`src/rtl/dmem_access_ctrl.sv`:
```
// Data-memory access sequencer: drives one access at a time onto a variable-latency
// bus, generates big-endian lane selects, aligns/extends load data, reports misalignment/timeout.
module dmem_access_ctrl #(
  parameter int unsigned TIMEOUT_CYC = 32'd255
) (
  input  logic        clk,
  input  logic        rst,
  input  logic        flush_i,
  input  logic        req_valid_i,
  input  logic        req_we_i,
  input  logic [1:0]  req_size_i,
  input  logic        req_sext_i,
  input  logic [31:0] req_addr_i,
  input  logic [31:0] req_wdata_i,
  output logic        stallreq_o,
  output logic        done_o,
  output logic        err_o,
  output logic [31:0] rdata_o,
  output logic        bus_cyc_o,
  output logic        bus_stb_o,
  output logic        bus_we_o,
  output logic [31:0] bus_addr_o,
  output logic [3:0]  bus_sel_o,
  output logic [31:0] bus_wdata_o,
  input  logic [31:0] bus_rdata_i,
  input  logic        bus_ack_i
);

  typedef enum logic [1:0] {
    S_IDLE = 2'b00,
    S_BUSY = 2'b01,
    S_DONE = 2'b10
  } state_t;

  localparam logic [15:0] CNT_LAST = 16'(TIMEOUT_CYC - 32'd1);

  // Picks the addressed lanes out of a big-endian bus word and extends them.
  function automatic logic [31:0] f_align_load(input logic [31:0] rd, input logic [1:0] sz,
                                               input logic [1:0] lo, input logic sx);
    logic [7:0]  v_b;
    logic [15:0] v_h;
    logic [31:0] v_res;
    v_b   = 8'h00;
    v_h   = 16'h0000;
    v_res = rd;
    case (lo)
      2'b00:   v_b = rd[31:24];
      2'b01:   v_b = rd[23:16];
      2'b10:   v_b = rd[15:8];
      default: v_b = rd[7:0];
    endcase
    if (lo[1]) begin
      v_h = rd[15:0];
    end else begin
      v_h = rd[31:16];
    end
    case (sz)
      2'b00:   v_res = {{24{sx & v_b[7]}}, v_b};
      2'b01:   v_res = {{16{sx & v_h[15]}}, v_h};
      default: v_res = rd;
    endcase
    return v_res;
  endfunction

  state_t      r_state, w_state_nxt;
  logic        r_we, w_we_nxt;
  logic [3:0]  r_sel, w_sel_nxt;
  logic [31:0] r_addr, w_addr_nxt;
  logic [31:0] r_wdata, w_wdata_nxt;
  logic [1:0]  r_size, w_size_nxt;
  logic [1:0]  r_lo, w_lo_nxt;
  logic        r_sext, w_sext_nxt;
  logic        r_cyc, w_cyc_nxt;
  logic [15:0] r_cnt, w_cnt_nxt;
  logic        r_flush, w_flush_nxt;
  logic [31:0] r_rdata, w_rdata_nxt;
  logic        r_err, w_err_nxt;
  logic        w_stall;
  logic        w_aligned;
  logic [3:0]  w_sel;
  logic [31:0] w_wdata;
  logic        w_flushed;

  // Request decode: lane selects, replicated store data, alignment.
  always_comb begin
    w_sel     = 4'b1111;
    w_wdata   = req_wdata_i;
    w_aligned = 1'b1;
    case (req_size_i)
      2'b00: begin
        w_sel     = 4'b1000 >> req_addr_i[1:0];
        w_wdata   = {4{req_wdata_i[7:0]}};
        w_aligned = 1'b1;
      end
      2'b01: begin
        w_sel     = req_addr_i[1] ? 4'b0011 : 4'b1100;
        w_wdata   = {2{req_wdata_i[15:0]}};
        w_aligned = ~req_addr_i[0];
      end
      default: begin
        w_sel     = 4'b1111;
        w_wdata   = req_wdata_i;
        w_aligned = (req_addr_i[1:0] == 2'b00);
      end
    endcase
  end

  assign w_flushed = r_flush | flush_i;

  // Next-state and next-register values for the access FSM.
  always_comb begin
    w_state_nxt = r_state;
    w_we_nxt    = r_we;
    w_sel_nxt   = r_sel;
    w_addr_nxt  = r_addr;
    w_wdata_nxt = r_wdata;
    w_size_nxt  = r_size;
    w_lo_nxt    = r_lo;
    w_sext_nxt  = r_sext;
    w_cyc_nxt   = r_cyc;
    w_cnt_nxt   = r_cnt;
    w_flush_nxt = r_flush;
    w_rdata_nxt = r_rdata;
    w_err_nxt   = r_err;
    w_stall     = 1'b0;
    case (r_state)
      S_IDLE: begin
        w_stall     = req_valid_i & ~flush_i;
        w_flush_nxt = 1'b0;
        if (req_valid_i && !flush_i) begin
          if (w_aligned) begin
            w_we_nxt    = req_we_i;
            w_sel_nxt   = w_sel;
            w_addr_nxt  = {req_addr_i[31:2], 2'b00};
            w_wdata_nxt = w_wdata;
            w_size_nxt  = req_size_i;
            w_lo_nxt    = req_addr_i[1:0];
            w_sext_nxt  = req_sext_i;
            w_cnt_nxt   = 16'h0000;
            w_cyc_nxt   = 1'b1;
            w_state_nxt = S_BUSY;
          end else begin
            w_err_nxt   = 1'b1;
            w_rdata_nxt = 32'h0000_0000;
            w_state_nxt = S_DONE;
          end
        end else begin
          w_state_nxt = S_IDLE;
        end
      end
      S_BUSY: begin
        w_stall     = 1'b1;
        w_flush_nxt = w_flushed;
        if (bus_ack_i || (r_cnt == CNT_LAST)) begin
          w_cyc_nxt = 1'b0;
          if (w_flushed) begin
            w_flush_nxt = 1'b0;
            w_state_nxt = S_IDLE;
          end else begin
            w_state_nxt = S_DONE;
          end
          // Ack outranks a coincident timeout.
          if (bus_ack_i) begin
            w_err_nxt   = 1'b0;
            w_rdata_nxt = r_we ? 32'h0000_0000 : f_align_load(bus_rdata_i, r_size, r_lo, r_sext);
          end else begin
            w_err_nxt   = 1'b1;
            w_rdata_nxt = 32'h0000_0000;
          end
        end else begin
          w_cnt_nxt = r_cnt + 16'h0001;
        end
      end
      S_DONE: begin
        w_flush_nxt = 1'b0;
        w_state_nxt = S_IDLE;
      end
      default: begin
        w_cyc_nxt   = 1'b0;
        w_flush_nxt = 1'b0;
        w_state_nxt = S_IDLE;
      end
    endcase
  end

  // State and datapath registers with synchronous active-low reset.
  always_ff @(posedge clk) begin
    if (!rst) begin
      r_state <= S_IDLE;
      r_we    <= 1'b0;
      r_sel   <= 4'h0;
      r_addr  <= 32'h0000_0000;
      r_wdata <= 32'h0000_0000;
      r_size  <= 2'b00;
      r_lo    <= 2'b00;
      r_sext  <= 1'b0;
      r_cyc   <= 1'b0;
      r_cnt   <= 16'h0000;
      r_flush <= 1'b0;
      r_rdata <= 32'h0000_0000;
      r_err   <= 1'b0;
    end else begin
      r_state <= w_state_nxt;
      r_we    <= w_we_nxt;
      r_sel   <= w_sel_nxt;
      r_addr  <= w_addr_nxt;
      r_wdata <= w_wdata_nxt;
      r_size  <= w_size_nxt;
      r_lo    <= w_lo_nxt;
      r_sext  <= w_sext_nxt;
      r_cyc   <= w_cyc_nxt;
      r_cnt   <= w_cnt_nxt;
      r_flush <= w_flush_nxt;
      r_rdata <= w_rdata_nxt;
      r_err   <= w_err_nxt;
    end
  end

  assign stallreq_o  = w_stall;
  assign done_o      = (r_state == S_DONE);
  assign err_o       = r_err;
  assign rdata_o     = r_rdata;
  assign bus_cyc_o   = r_cyc;
  assign bus_stb_o   = r_cyc;
  assign bus_we_o    = r_we;
  assign bus_addr_o  = r_addr;
  assign bus_sel_o   = r_sel;
  assign bus_wdata_o = r_wdata;

endmodule

```
`config.mk`:
```
export PLATFORM = sky130hd
export DESIGN_NAME = dmem_access_ctrl
export DESIGN_NICKNAME = d
export VERILOG_FILES = /design/src/rtl/dmem_access_ctrl.sv
export SDC_FILE = /design/constraint.sdc
export NUM_CORES = 1
export LEC_CHECK = 0
export CORE_ASPECT_RATIO = 1.5
export CORE_UTILIZATION = 45
export CTS_CLUSTER_DIAMETER = 120
export DETAILED_ROUTE_END_ITERATION = 12
export PLACE_DENSITY = 0.81
export SLEW_MARGIN = 20
export SYNTH_ARGS = -nofsm -noshare
export SYNTH_HDL_FRONTEND = slang
export SYNTH_SLANG_ARGS = --single-unit
export TNS_END_PERCENT = 30
```
`constraint.sdc`:
```
create_clock -name clk -period 2.08 [get_ports clk]
set_input_delay 0.312 -clock clk [delete_from_list [all_inputs] [get_ports clk]]
set_output_delay 0.312 -clock clk [all_outputs]
set_load 0.05 [all_outputs]
```
# After elaboration in Yosys (flattened, before gate mapping)
# Index checks and enable logic that the tools add are counted.
[totals]
ff_bits = 125
input_bits = 105
out_inout_bits = 106
word_cells = 88
[classes]
addsub = 1
n_eq_ne = 12
n_shift = 1
muxes = 38
n_bitwise = 9
reduce_logical = 14
[ops]
columns = ["op", "count"]
rows = [
  ["32-bit one-hot mux with 2 select lines", 3],
  ["32-bit two-way mux", 5],
  ["16-bit two-way mux", 7],
  ["16-bit one-hot mux with 2 select lines", 1],
  ["8-bit two-way mux", 3],
  ["8-bit one-hot mux with 3 select lines", 1],
  ["16-bit by 1-bit adder with 16-bit output (second input constant)", 1],
  ["16-bit by 8-bit equality test with 1-bit output (second input constant)", 1],
  ["4-bit AND reduction", 3],
  ["2-bit logical NOT", 5],
  ["2-bit inequality test (second input constant)", 5],
  ["2-bit by 1-bit equality test with 1-bit output (second input constant)", 4],
  ["2-bit two-way mux", 4],
  ["4-bit one-hot mux with 2 select lines", 1],
  ["1-bit two-way mux", 7],
  ["1-bit one-hot mux with 2 select lines", 3],
  ["1-bit NOT", 5],
  ["2-bit equality test (second input constant)", 2],
  ["4-bit two-way mux", 1],
  ["2-bit one-hot mux with 2 select lines", 1],
  ["4-bit by 2-bit >> shifter with 4-bit output (first input constant)", 1],
  ["1-bit AND", 3],
  ["1-bit one-hot mux with 3 select lines", 1],
  ["3-bit AND reduction", 1],
  ["other kinds (6)", 6],
]

# Longest topological paths before layout
# Gate-level depths: netlist (run 1).
[depth]
depth_word = 11
ltp_mapped = 8
ltp_nobuf = 6

# Worst setup path after synthesis (run 1)
# No wires, ideal clock.
[synth_timing]
path_kind = "reg2reg"
start = "register r_we (netlist: bus_we_o)"
end = "register r_rdata[24] (netlist: rdata_o[24])"
setup_ps = 125
arrival_ps = 1470
t_required_ps = 1955
setup_slack_ps = 484
path_stages_with_launch = 7
n_path_buf = 2
period_less_slack_ps = 1596
path_cell_list = "dfxtp_1 > nor2b_1 > and3_1 > buf_1 > buf_2 > a21oi_1 > o2bb2ai_1"
[synth_via]
elab_chain_len = 4
[synth_rtl]
columns = ["item", "line", "rtl"]
rows = [
  ["start: declaration", "66", "logic r_we, w_we_nxt;"],
  ["start signal: assignment", "204", "r_we <= w_we_nxt;"],
  ["32-bit two-way mux", "165", "w_rdata_nxt = r_we ? 32'h0000_0000 : f_align_load(bus_rdata_i, r_size, r_lo, r_sext);"],
  ["32-bit two-way mux", "163", "if (bus_ack_i) begin"],
  ["32-bit two-way mux", "154", "if (bus_ack_i || (r_cnt == CNT_LAST)) begin"],
  ["32-bit one-hot mux with 2 select lines", "126", "case (r_state)"],
  ["end signal: assignment", "214", "r_rdata <= w_rdata_nxt;"],
  ["end: declaration", "76", "logic [31:0] r_rdata, w_rdata_nxt;"],
]
# No other way between the ends. The select of a mux whose other input is x is not followed.
# A chain may end at the register's enable or synchronous reset.

# Worst setup path in the final report (run 1)
[layout_timing]
start = "register r_rdata[17] (netlist: rdata_o[17])"
end = "output port rdata_o[17]"
[layout_lines]
columns = ["item", "line", "rtl"]
rows = [
  ["end: declaration", "18", "output logic [31:0] rdata_o,"],
]
# No word-level cell between the ends.

==> results.json, run 1 <==
{
  "antenna_found_initial": 0,
  "die_area_um2": 13390,
  "vias": 6165,
  "wl_per_cell_um": 17.56,
  "yosysTopAreaCell": "dfxtp_1",
  "cp-start-kind": "flip-flop",
  "placed_area_um2": 8109,
  "grt_pass1_vias": 5995,
  "cts_tree": "done",
  "grt_pass1_wl_um": 29540,
  "area_growth_pct": 50.09,
  "layout.cells.non_filler": 1068,
  "coreArea_um2": 12510,
  "clockBufferDepth": 2,
  "cap_violations": 0,
  "cp_data_required_time_ns": 1.77,
  "fp.dieW_um": 94.82,
  "rsz0062_at_grt": "no",
  "async_reset_ff_share_pct": 0,
  "viasPerCell": 5.772,
  "fin_crit_sh_pct": 92.95,
  "synth_area_um2": 5816,
  "clk_latency_ns": 0.41,
  "fmax_ghz": 0.5172,
  "rows": 50,
  "arrival_ns": 1.62,
  "cts_sinks": 125,
  "p_leak_nw": 3.212,
  "synth_area_leaders": "dfxtp_1 43%, nand2_1 9.7%, a21oi_1 7.0%",
  "grt_max_degree": 64,
  "path_buf_inv": 1,
  "fp.dieH_um": 141.2,
  "setup-tns-final_ns": 0,
  "io_buffers": 208,
  "ys_ff_latch": 125,
  "diodes": 0,
  "yosysWarnings": 0,
  "min_path_type": "flip-flop to flip-flop",
  "ys.flop_type": "dfxtp_1",
  "worstSetupPathType": "flip-flop to output pin",
  "holdBufCountCts": 0,
  "gp_congestion": 0.8881,
  "cts_resized": 0,
  "fill_cells": 996,
  "crit_family": "buffers and inverters",
  "avgSynthCellArea_um2": 8.308,
  "min_period_ns": 1.933,
  "dp.cells": 1037,
  "design_area_um2": 8728,
  "dpl.hpwl_um": 13460,
  "cts_buffers": 17,
  "peakVddDrop_mv": 0.5669,
  "nets": 1007,
  "total_power_mw": 6.653,
  "cpPeakStageDelay_ns": 0.88,
  "cts_setup_buffers": 0,
  "status": "complete, no violations",
  "num_io_pins": 211,
  "first_pass_iters": 7,
  "netlist_instances": 700,
  "h-tree-depth": 4,
  "hold_viol_final": 0,
  "p_per_area_nw_per_um2": 762.2,
  "fin_skew_ns": 0.008372,
  "synth_edf_count": 0,
  "setup_viol_count_final": 0,
  "grt.overflow.total": 0,
  "slew_viol_final": 0,
  "worstMarginPinSlew_ns": 0.5986,
  "grtUsageTotal_pct": 28.33,
  "synth_top_area_share_pct": 43.03,
  "drive_gt1_share_pct": 9.759,
  "drt_iter0_markers": 383,
  "cts.clk_slew.worst_paths_ns": 0.05,
  "synth_cell_types": 55,
  "initial_core_util_pct": 46.48,
  "synth_seq_area_share_pct": 43.03,
  "cp_max_fo": 2,
  "clock-root-buffer": "clkbuf_16",
  "ant_nets": 0,
  "relSlewSlack_pct": 59.97,
  "crit_chain": "clkdlybuf4s50_1",
  "wl_um": 18760,
  "slowest_stage": "clkdlybuf4s50_1",
  "cp-end-kind": "output pin",
  "drc_errors": 0
}
==> synth_stat cells (all sizes together), types with 5 or more instances <==
library cell,instances
a2111o,8
a2111oi,7
a211oi,19
a21o,10
a21oi,82
a221o,7
a221oi,8
a311oi,9
and3,7
buf,38
clkbuf,24
dfxtp,125
inv,23
mux2,9
mux2i,21
nand2,150
nand2b,7
nand3,10
nand4,5
nor2,38
nor3,8
o2111ai,7
o21ai,21
o22ai,7
o2bb2ai,24
==> cell families (layout without fill, tap and decap cells) <==
logic type | after synthesis | count (layout) | synth area share (%)
adder cells (fa/ha/maj) | 2 | 2 | 0.4302
buffers and inverters | 85 | 296 | 6.842
other | 1 | 2 | 0.06448
AO/OA/AOI/OAI | 215 | 215 | 25.93
flip-flops | 125 | 125 | 43.03
AND/OR/NAND/NOR | 242 | 242 | 18.29
multiplexers | 30 | 30 | 5.422
==> worst paths after layout <==
kind | startpoint | endpoint | slack [ns] | cells after the start
worst max register to register | r_state[0] | r_cnt[14] | 0.16 | 6
worst max-delay path | rdata_o[17] | rdata_o[17] | 0.15 | 1
worst min-delay path | bus_addr_o[29] | bus_addr_o[29] | 0.45 | 2
worst min register to register | bus_addr_o[29] | bus_addr_o[29] | 0.45 | 2
==> through the flow <==
step	utilization, %	setup WS (ns)	hold slack (ns)
detailed placement	64.81	-0.08111	0.4440
finish	69.76	0.1467	0.4529
global placement	64.81	-0.02336	0.4367
CTS	69.76	0.1319	0.4389
floorplan	-	0.4844	0.3879
global route	69.76	0.003681	0.4453
==> cell type report <==
class	instances	area (um2)	area share (%)
Multi-Input combinational cell	491	2920	33.46
Tap cell	156	195.2	2.236
Inverter	23	86.33	0.9891
Sequential cell	125	2502	28.67
Timing Repair Buffer	242	2405	27.55
Clock inverter	14	193.9	2.222
Clock buffer	17	425.4	4.874
==> routing by layer <==
| layer | part of all wire (%) | vias to the layer above | track usage, % |
|---|---|---|---|
| li1 | - | 2904 | - |
| met1 | 37 | 2882 | 31.99 |
| met2 | 52 | 308 | 48.58 |
| met3 | 5.6 | 71 | 4.908 |
| met4 | 5.2 | 0 | 17.38 |
| met5 | 0 | - | 0 |
==> cells in the final DEF (no fill, tap or decap), drive strengths merged, types with 2 or more instances in the layout <==
cell and instances:
a221oi 8, bufinv 4, o2111ai 7, nor2 38
o21ai 21, dfxtp 125, nor2b 3, nand2 150
clkinv 6, or4 2, mux2 9, clkbuf 17
a221o 7, ha 2, inv 25, nand3 10
a2111o 8, a21o 10, nand2b 7, mux2i 21
conb 2, nor3 8, or2 3, clkdlybuf4s50 205
a2111oi 7, a21oi 82, nor4b 2, clkinvlp 2
o22ai 7, nand4 5, a211oi 19, a311oi 9
o2bb2ai 24, and3 7, buf 37, nand4b 2
==> power breakdown <==
part / internal, mW / total [mW] / leakage [nW] / switching (mW)
Sequential: 2.46 / 2.51 / 1.01 / 0.0443
Clock: 2.00 / 3.11 / 0.299 / 1.10
Combinational: 0.442 / 1.04 / 1.90 / 0.600
==> state kept, by name (all words and copies together), names as in the netlist, 2 cells and up <==
signal / cells
bus_addr_o: 30
bus_sel_o: 4
bus_wdata_o: 32
r_cnt: 16
r_lo: 2
r_size: 2
r_state: 2
rdata_o: 32
Note: power is estimated with default switching activity, not from simulation.
==> run 2, diff against run 1 <==
--- a/config.mk
+++ b/config.mk
@@ -6,10 +6,11 @@
 export NUM_CORES = 1
 export LEC_CHECK = 0
 export CORE_ASPECT_RATIO = 1.5
-export CORE_UTILIZATION = 45
+export CORE_UTILIZATION = 49
 export CTS_CLUSTER_DIAMETER = 120
 export DETAILED_ROUTE_END_ITERATION = 12
-export PLACE_DENSITY = 0.81
+export GPL_TIMING_DRIVEN = 0
+export PLACE_DENSITY = 0.87
 export SLEW_MARGIN = 20
 export SYNTH_ARGS = -nofsm -noshare
 export SYNTH_HDL_FRONTEND = slang
==> constraint.sdc (replaced) <==
create_clock -name clk -period 2.5 [get_ports clk]
set_input_delay 0.375 -clock clk [delete_from_list [all_inputs] [get_ports clk]]
set_output_delay 0.375 -clock clk [all_outputs]
set_load 0.05 [all_outputs]
==> results.json, run 2 (same netlist as run 1, synthesis figures left out) <==
{
  "status": "complete, no violations",
  "fmax_ghz": 0.4255,
  "cp_data_required_time_ns": 2.12,
  "cts_buffers": 17,
  "slew_viol_final": 0,
  "die_area_um2": 12320,
  "reg2reg_from": "r_lo[1]",
  "pwr-share-seq_pct": 36.4,
  "gp_congestion": 0.9394,
  "grt_pass1_wl_um": 30820,
  "cts_sinks": 125,
  "p_per_area_nw_per_um2": 653.5,
  "rows": 48,
  "grtUsageTotal_pct": 32.24,
  "fp.dieH_um": 135.4,
  "p_leak_nw": 3.226,
  "hold_viol_final": 0,
  "viasPerCell": 5.844,
  "place_ws_ns": 0.01588,
  "layout_setup_ws_ns": 0.1497,
  "grt_max_degree": 17,
  "hold_end": "r_cnt[15]",
  "cp_max_fo": 8,
  "drive_gt1_share_pct": 8.830,
  "holdPathStages": 3,
  "clk_latency_ns": 0.42,
  "h-tree-depth": 4,
  "wl_um": 20250,
  "arrival_ns": 1.98,
  "peakVddDrop_mv": 0.5194,
  "cts.clk_slew.worst_paths_ns": 0.06,
  "clock-root-buffer": "clkbuf_16",
  "initial_core_util_pct": 50.43,
  "fill_cells": 846,
  "multiInputGateArea_um2": 2919,
  "fin_skew_ns": 0.005965,
  "cts_tree": "done",
  "dpl.hpwl_um": 14500,
  "nets": 1034,
  "diodes": 0,
  "grt_pass1_vias": 6138,
  "area_growth_pct": 50.41,
  "min-delay-start": "rst",
  "relSlewSlack_pct": 55.44,
  "setup_viol_count_final": 0,
  "clockBufferDepth": 2,
  "total_power_mw": 5.716,
  "cp-end-kind": "output pin",
  "ant_nets": 0,
  "combinationalPowerShare_pct": 15.3,
  "wl_per_cell_um": 18.58,
  "r2r_end": "rdata_o[2]",
  "rsz0062_at_grt": "no",
  "clockPowerShare_pct": 48.2,
  "intPower_mw": 4.228,
  "drt_iter0_markers": 428,
  "io_buffers": 207,
  "seqCellArea_um2": 2502,
  "vias": 6370,
  "min_path_type": "input port to flip-flop",
  "layout.cells.most_common": "clkdlybuf4s50_1",
  "fp.dieW_um": 90.95,
  "r2r_cells": 5,
  "worstSetupPathType": "flip-flop to output pin",
  "cp-start-kind": "flip-flop",
  "holdBufCountCts": 0,
  "antenna_found_initial": 0,
  "first_pass_iters": 5,
  "final_cell_mix": "206 x clkdlybuf4s50_1, 150 x nand2_1, 125 x dfxtp_1, 81 x a21oi_1, 38 x nor2_1",
  "drc_errors": 0,
  "grt.overflow.total": 0,
  "min_period_ns": 2.350,
  "swShare_pct": 26.04,
  "num_io_pins": 211,
  "coreArea_um2": 11530,
  "cap_violations": 0,
  "worstMarginPinSlew_ns": 0.6684,
  "rrSetupSlack_ns": 0.57,
  "fin_crit_sh_pct": 94.01,
  "power_switching_mw": 1.489
}
-- run 2: cell count changes in the layout (fill, tap and decap cells not counted), sizes merged --
cell | before | now
bufinv | 4 | 5
clkdlybuf4s50 | 205 | 206
clkinvlp | 2 | 3
buf | 37 | 38
clkinv | 6 | 4
clkbuf | 17 | 43
dlymetal6s2s | 0 | 1
inv | 25 | 24
-- run 2: worst max path at each step --
stage	cells after the start	endpoint	startpoint	slack, ns
after floorplan	3	stallreq_o	req_valid_i	0.88
after global placement	5	stallreq_o	req_valid_i	-0.008
after detailed placement	5	stallreq_o	req_valid_i	0.02
after CTS	5	stallreq_o	flush_i	0.002
after global routing	2	done_o	r_state[1]	0.1
final	2	done_o	r_state[1]	0.15
-- run 2: area by class of cell --
class,count,share of cell area [%]
multi-input combinational,491,33.37
sequential,125,28.61
timing repair buffer,207,23.72
clock buffer,19,5.178
buffer,62,3.562
clock inverter,13,2.432
tap,150,2.146
inverter,23,0.9870
-- run 2: per-layer routing --
metal / global-route usage (%) / vias up / wire, um
met4: 19.14 / 0 / 1085
met1: 34.47 / 2984 / 7279
met3: 6.790 / 84 / 1421
li1: - / 2955 / -
met5: 0 / - / 0
met2: 58.16 / 347 / 10460
-- run 2: what timing repair did --
item | 4_1_cts | 5_1_grt
hold endpoints to repair | 0 | 0
setup buffers | 0 | 0
setup endpoints to repair | 0 | 1
resized for setup | 0 | 1
-- run 2: worst max-delay path: stages (launching register included) --
cell and delay (ns):
dfxtp_1 0.53, nor2b_1 0.21, clkdlybuf4s50_1 0.82
-- run 2: power by group through the flow --
| stage | registers, mW | clock network (mW) | logic [mW] |
|---|---|---|---|
| floorplan | 2.29 | 0 | 0.300 |
| global placement | 2.12 | 0 | 0.852 |
| detailed placement | 2.12 | 0 | 0.858 |
| CTS | 2.08 | 2.76 | 0.869 |
| global route | 2.09 | 2.85 | 0.921 |
| finish | 2.08 | 2.76 | 0.876 |
-- run 2: through the flow --
stage | hold slack [ns] | setup TNS, ns | std cells | util [%] | area (um2)
after CTS | 0.3098 | 0 | 1090 | 75.84 | 8745
after detailed placement | 0.4396 | 0 | 1058 | 70.06 | 8079
final | 0.3115 | 0 | 1090 | 75.86 | 8747
after global placement | 0.4329 | -0.007671 | 1058 | 70.06 | 8079
after global routing | 0.3078 | 0 | 1090 | 75.86 | 8747
after floorplan | 0.4476 | 0 | 701 | - | 5819
==> run 3, diff against run 2 <==
--- a/config.mk
+++ b/config.mk
@@ -7,7 +7,6 @@
 export LEC_CHECK = 0
 export CORE_ASPECT_RATIO = 1.5
 export CORE_UTILIZATION = 49
-export CTS_CLUSTER_DIAMETER = 120
 export DETAILED_ROUTE_END_ITERATION = 12
 export GPL_TIMING_DRIVEN = 0
 export PLACE_DENSITY = 0.87
==> results of run 3 <==
No change in the layout: final DEF, timing and power equal those of run 2.
